$ cat src/rtl/uart_rx_fifo_pkg.sv
// Shared UART definitions: receiver FSM states, oversampling ratio and
// the baud divider rounding helper, also used by the transmitter.
package uart_rx_fifo_pkg;

  localparam int unsigned OVERSAMPLE = 16;

  typedef enum logic [2:0] {
    IDLE  = 3'd0,
    START = 3'd1,
    DATA  = 3'd2,
    STOP  = 3'd3,
    BREAK = 3'd4
  } rx_state_t;

  // round(clk_hz / (baud * OVERSAMPLE))
  function automatic int unsigned div_round(input int unsigned clk_hz,
                                            input int unsigned baud);
    return (clk_hz + (baud * OVERSAMPLE) / 2) / (baud * OVERSAMPLE);
  endfunction

endpackage

$ cat src/rtl/uart_rx_fifo_fifo.sv
// Show-ahead synchronous FIFO with a separate occupancy counter; a push
// into a full FIFO is accepted only when a pop happens in the same cycle.
module sync_fifo #(
  parameter int unsigned WIDTH = 8,
  parameter int unsigned DEPTH = 16,
  parameter int unsigned AW    = 4
) (
  input  logic             clk,
  input  logic             rst_n,
  input  logic             wr_en,
  input  logic [WIDTH-1:0] wr_data,
  input  logic             rd_en,
  output logic [WIDTH-1:0] rd_data,
  output logic [AW:0]      count,
  output logic             full,
  output logic             empty
);

  localparam logic [AW:0] FULL_CNT = (AW+1)'(DEPTH);

  logic [WIDTH-1:0] mem [DEPTH];
  logic [AW-1:0]    wr_ptr;
  logic [AW-1:0]    rd_ptr;
  logic             wr_do;
  logic             rd_do;

  assign empty = (count == '0);
  assign full  = (count == FULL_CNT);
  assign rd_do = rd_en & ~empty;
  assign wr_do = wr_en & (~full | rd_do);

  // Head entry is forced to zero while empty so the output is defined from reset.
  assign rd_data = empty ? '0 : mem[rd_ptr];

  always_ff @(posedge clk) begin
    if (wr_do) mem[wr_ptr] <= wr_data;
  end

  always_ff @(posedge clk or negedge rst_n) begin
    if (!rst_n) begin
      wr_ptr <= '0;
      rd_ptr <= '0;
      count  <= '0;
    end else begin
      if (wr_do) wr_ptr <= wr_ptr + 1'b1;
      if (rd_do) rd_ptr <= rd_ptr + 1'b1;
      unique case ({wr_do, rd_do})
        2'b10:   count <= count + 1'b1;
        2'b01:   count <= count - 1'b1;
        default: count <= count;
      endcase
    end
  end

endmodule

$ cat src/rtl/uart_rx_fifo.sv
// 16x oversampling 8N1 UART receiver feeding a show-ahead byte FIFO,
// with sticky framing and overrun flags for the core's status register.
module uart_rx_fifo
  import uart_rx_fifo_pkg::*;
#(
  parameter int unsigned CLK_HZ     = 50000000,
  parameter int unsigned BAUD       = 115200,
  parameter int unsigned FIFO_DEPTH = 16,
  parameter int unsigned AW         = 4
) (
  input  logic          clk,
  input  logic          rst_n,
  input  logic          rx,
  output logic [7:0]    rd_data,
  output logic          rd_valid,
  input  logic          rd_ready,
  output logic [AW:0]   fifo_count,
  output logic          frame_err,
  output logic          overrun,
  input  logic          err_clr
);

  localparam int unsigned DIV      = div_round(CLK_HZ, BAUD);
  localparam int unsigned DW       = (DIV > 1) ? $clog2(DIV) : 1;
  localparam logic [DW-1:0] DIV_LAST = DW'(DIV - 1);

  logic            rx_meta, rx_s, rx_q;
  logic            fall;
  logic [DW-1:0]   div_cnt;
  logic            tick, div_clr;
  rx_state_t       state, state_n;
  logic [3:0]      st, st_n;
  logic [2:0]      bit_idx, bit_n;
  logic [7:0]      shreg, shreg_n;
  logic            push, frame_set, ovr_set;
  logic            fifo_full, fifo_empty;

  always_ff @(posedge clk or negedge rst_n) begin
    if (!rst_n) begin
      rx_meta <= 1'b1;
      rx_s    <= 1'b1;
      rx_q    <= 1'b1;
    end else begin
      rx_meta <= rx;
      rx_s    <= rx_meta;
      rx_q    <= rx_s;
    end
  end

  assign fall = rx_q & ~rx_s;

  always_ff @(posedge clk or negedge rst_n) begin
    if (!rst_n)              div_cnt <= '0;
    else if (div_clr || tick) div_cnt <= '0;
    else                     div_cnt <= div_cnt + 1'b1;
  end

  assign tick = (div_cnt == DIV_LAST);

  always_ff @(posedge clk or negedge rst_n) begin
    if (!rst_n) begin
      state   <= IDLE;
      st      <= '0;
      bit_idx <= '0;
      shreg   <= '0;
    end else begin
      state   <= state_n;
      st      <= st_n;
      bit_idx <= bit_n;
      shreg   <= shreg_n;
    end
  end

  always_comb begin
    state_n   = state;
    st_n      = st;
    bit_n     = bit_idx;
    shreg_n   = shreg;
    push      = 1'b0;
    frame_set = 1'b0;
    div_clr   = 1'b0;
    unique case (state)
      IDLE: begin
        if (fall) begin
          state_n = START;
          st_n    = '0;
          div_clr = 1'b1;
        end
      end
      // Start is validated mid-bit but DATA begins at the end of the start
      // bit, so DATA's st==7 lands mid-bit for every data bit.
      START: begin
        if (tick) begin
          st_n = st + 4'd1;
          if (st == 4'd7 && rx_s) begin
            state_n = IDLE;
          end else if (st == 4'd15) begin
            state_n = DATA;
            st_n    = '0;
            bit_n   = '0;
          end
        end
      end
      DATA: begin
        if (tick) begin
          st_n = st + 4'd1;
          if (st == 4'd7) shreg_n = {rx_s, shreg[7:1]};
          if (st == 4'd15) begin
            if (bit_idx == 3'd7) state_n = STOP;
            else                 bit_n   = bit_idx + 3'd1;
          end
        end
      end
      STOP: begin
        if (tick) begin
          st_n = st + 4'd1;
          if (st == 4'd7) begin
            if (rx_s) begin
              push    = 1'b1;
              state_n = IDLE;
            end else begin
              frame_set = 1'b1;
              state_n   = BREAK;
            end
          end
        end
      end
      BREAK: begin
        if (rx_s) state_n = IDLE;
      end
      default: state_n = IDLE;
    endcase
  end

  sync_fifo #(
    .WIDTH (8),
    .DEPTH (FIFO_DEPTH),
    .AW    (AW)
  ) u_fifo (
    .clk     (clk),
    .rst_n   (rst_n),
    .wr_en   (push),
    .wr_data (shreg),
    .rd_en   (rd_ready),
    .rd_data (rd_data),
    .count   (fifo_count),
    .full    (fifo_full),
    .empty   (fifo_empty)
  );

  assign rd_valid = ~fifo_empty;
  assign ovr_set  = push & fifo_full & ~rd_ready;

  // Set has priority over a coincident clear.
  always_ff @(posedge clk or negedge rst_n) begin
    if (!rst_n) begin
      frame_err <= 1'b0;
      overrun   <= 1'b0;
    end else begin
      frame_err <= frame_set | (frame_err & ~err_clr);
      overrun   <= ovr_set   | (overrun   & ~err_clr);
    end
  end

endmodule
$ cat config.mk
export PLATFORM = sky130hd
export DESIGN_NAME = uart_rx_fifo
export DESIGN_NICKNAME = d
export VERILOG_FILES = /design/src/rtl/uart_rx_fifo_pkg.sv /design/src/rtl/uart_rx_fifo_fifo.sv /design/src/rtl/uart_rx_fifo.sv
export SDC_FILE = /design/constraint.sdc
export NUM_CORES = 1
export LEC_CHECK = 0
export BUFFER_PORTS_ARGS = -buffer_cell sky130_fd_sc_hd__buf_4
export CAP_MARGIN = 20
export CORE_AREA = 2 2 177 179
export DETAILED_ROUTE_END_ITERATION = 16
export DIE_AREA = 0 0 179 181
export GPL_ROUTABILITY_DRIVEN = 0
export PLACE_DENSITY = 0.41
export SYNTH_ARGS = -nofsm -noshare
export SYNTH_HDL_FRONTEND = slang
export SYNTH_HIERARCHICAL = 1
export SYNTH_SLANG_ARGS = --single-unit
$ cat constraint.sdc
create_clock -name clk -period 8.6 [get_ports clk]
set_input_delay 1.29 -clock clk [delete_from_list [all_inputs] [get_ports clk]]
set_output_delay 1.29 -clock clk [all_outputs]
set_load 0.005 [all_outputs]
==> qor.txt <==
Syn nets: 439
Row count: 64
Async set or reset register ratio after synthesis: 24.3%
Ys Warns: 6
CP Capture Type: primary output
Post-synth top area share: 53.0%
H-tree depth: 4
Top FF cell, synth: edfxtp_1
Worst Setup SP: u_fifo/rd_ptr[0]
Tightest Pin Transition: 0.986 ns
Crit-path max FO: 35
Ratio of cells with drive above 1 in the final layout: 25.4%
Worst skew pair latency: 0.42 ns
Pwr Total: 2.16 mW
Final setup violation count: 0
Die Span Y: 181 um
Tmin final: 3.78 ns
Placement Setup Slack: 4.78 ns
Die width: 179 um
Num ports: 21
CP required: 7.31 ns
DRC viols: 0
Max cap viols: 0
Clock sinks: 169
CP arrival: 2.49 ns
Hold Path Origin: rx_meta
Vias in the first global route: 3,919
#FFs+latches synth: 169
Clock root cell: clkbuf_16
Fmax: 265 MHz
Post-Synthesis Cell Area: 0.00725 mm2
P_leak: 3.30 nW
Multi-input logic area: 0.00220 mm2
Cts hold-fix bufs: 0
Number of flops mapped to enable cells by yosys: 128
Worst vdd ir: 0.132 mV
CTS resizes: 0
CP Launch Type: flip-flop
Final period util: 43.9%
Initial antenna violation count: 1
Final Hold Viols: 0
CTS max path bufs: 2
Die area: 0.0324 mm2
Antenna diodes: 0
Post-synthesis instance total: 420
Layout area overhead: 16.4%
GRT Util Overall: 10.2%
Worst Hold Class: reg2reg
ANT nets after route: 0
Port bufs: 20
Via/cell ratio: 4.37
Storage cell area: 0.00487 mm2
RSZ-0062 raised after global routing: false
Initial Utilization: 23.9%
Seq/Total Area, Yosys: 67.2%
Largest net degree at the start of global routing: 42
Relative slew slack: 34.0%
Critical path class: reg2out
TritonCTS clock tree: built
Drt total wl: 15,400 um
Iter 0 DRT Violations: 180
Layout Nets: 466
DPL Wire Length: 9540 um
TNS Setup: 0 ns
Core box area: 0.0303 mm2
Fillers: 3,022
Status: completed
Synthesized area per cell: 17.3 um2
Number of setup buffers added after CTS: 0
Final Max Slew Viols: 0
Fin Clk Skew: 0.0145 ns
Drt pass-1 iters: 4
DR vias: 3,741
Wire per inst: 17.9 um
GR Overflow Total: 0
Synth unique cells: 60
Largest area contributor in the netlist: edfxtp_1
Global-route wire length before repair: 24,000 um
CTS Buf Count: 17
Clock transition at the registers of the reported paths: 0.07 ns
Pwr dens: 256 mW/mm2
Setup ws final: 4.82 ns
Most area-consuming cells after synthesis: edfxtp_1, dfrtp_1, mux4_2
Worst r2r src: div_cnt[0]
## layout by cell type, fill, tap and decap left out, types with 6 or more instances in the layout
master / n
mux2_2: 11
mux4_2: 28
nor2_1: 18
nand3_1: 7
xnor2_1: 10
a211oi_1: 16
nand2_1: 8
edfxtp_1: 128
dfrtp_1: 37
o21ai_0: 6
clkbuf_16: 17
mux2i_1: 13
nor2b_1: 8
ha_1: 13
and2_1: 10
buf_4: 26
inv_1: 19
## metrics by stage
| stage | cell area (um2) | std cells | hold slack, ns | util, % |
|---|---|---|---|---|
| finish | 8440 | 856 | 0.359 | 27.8 |
| floorplan | 7250 | 420 | 0.345 | - |
| detailed placement | 7840 | 823 | 0.351 | 25.8 |
| global route | 8440 | 856 | 0.366 | 27.8 |
| CTS | 8420 | 855 | 0.362 | 27.7 |
| global placement | 7840 | 823 | 0.349 | 25.8 |
## routing by layer
metal | track usage (%) | vias up | part of all wire [%] | wire length [um]
met1 | 14.1 | 1983 | 49 | 7460
met4 | 2.54 | 0 | 0.83 | 127
met5 | 0 | - | 0 | 0
li1 | - | 1689 | - | -
met2 | 15.9 | 58 | 48 | 7320
met3 | 2.61 | 11 | 2.9 | 448
## synthesized netlist by cell type (all sizes together) (5+ instances only)
| library cell | number |
|---|---|
| a211oi | 17 |
| a21oi | 5 |
| and2 | 10 |
| buf | 14 |
| clkbuf | 5 |
| dfrtp | 38 |
| edfxtp | 128 |
| ha | 13 |
| inv | 19 |
| mux2 | 14 |
| mux2i | 13 |
| mux4 | 32 |
| nand2 | 8 |
| nand2b | 5 |
| nand3 | 7 |
| nor2 | 19 |
| nor2b | 8 |
| nor4 | 6 |
| o21ai | 8 |
| xnor2 | 10 |
## worst paths after layout
check / endpoint / cells past startpoint / slack (ns)
setup reg to reg: u_fifo/mem[14][2] / 8 / 5.04
setup / recovery: rd_data[5] / 5 / 4.82
hold / removal: rx_s / 0 / 0.36
hold reg to reg: rx_s / 0 / 0.36
max in group asynchronous: u_fifo/rd_ptr[1] / 1 / 7.33
min in group asynchronous: st[0] / 1 / 0.84
## flip-flops by register name (all words and copies together) (netlist names)
signal and flops:
bit_idx 3, u_fifo/wr_ptr 4, frame_err 1, state 3
overrun 1, rx_s 1, u_fifo/rd_ptr 4, u_fifo/count 5
rx_q 1, u_fifo/mem 128, st 4, div_cnt 5
shreg 8, rx_meta 1
## final cells by class
| type | instances | share of cell area (%) |
|---|---|---|
| Timing Repair Buffer | 27 | 2.55 |
| Clock inverter | 15 | 1.84 |
| Tap cell | 396 | 5.87 |
| Sequential cell | 169 | 57.8 |
| Inverter | 19 | 0.845 |
| Multi-Input combinational cell | 213 | 26.1 |
| Clock buffer | 17 | 5.04 |
## report_power, final
| group | switching [mW] | internal [mW] | total [mW] |
|---|---|---|---|
| clock | 0.353 | 0.388 | 0.741 |
| combinational | 0.226 | 0.217 | 0.443 |
| sequential | 0.0706 | 0.906 | 0.976 |
## worst max-delay path: stages (launching register included)
cell and delay (ns):
dfrtp_1 0.32, buf_4 0.46, mux4_2 0.63, mux2i_1 0.25
a211oi_1 0.15, buf_4 0.20
## kinds of logic (layout without fill, tap and decap cells)
kind of cell	count (synthesis)	in the layout	synth area share (%)
compound gates	45	45	4.95
mux	59	59	14.2
buf+inv	38	78	2.57
fa+ha+maj	14	14	2.52
simple gates	81	81	6.80
flops	169	169	67.2
xor+xnor	14	14	1.69
(Power assumes the default switching activity.)
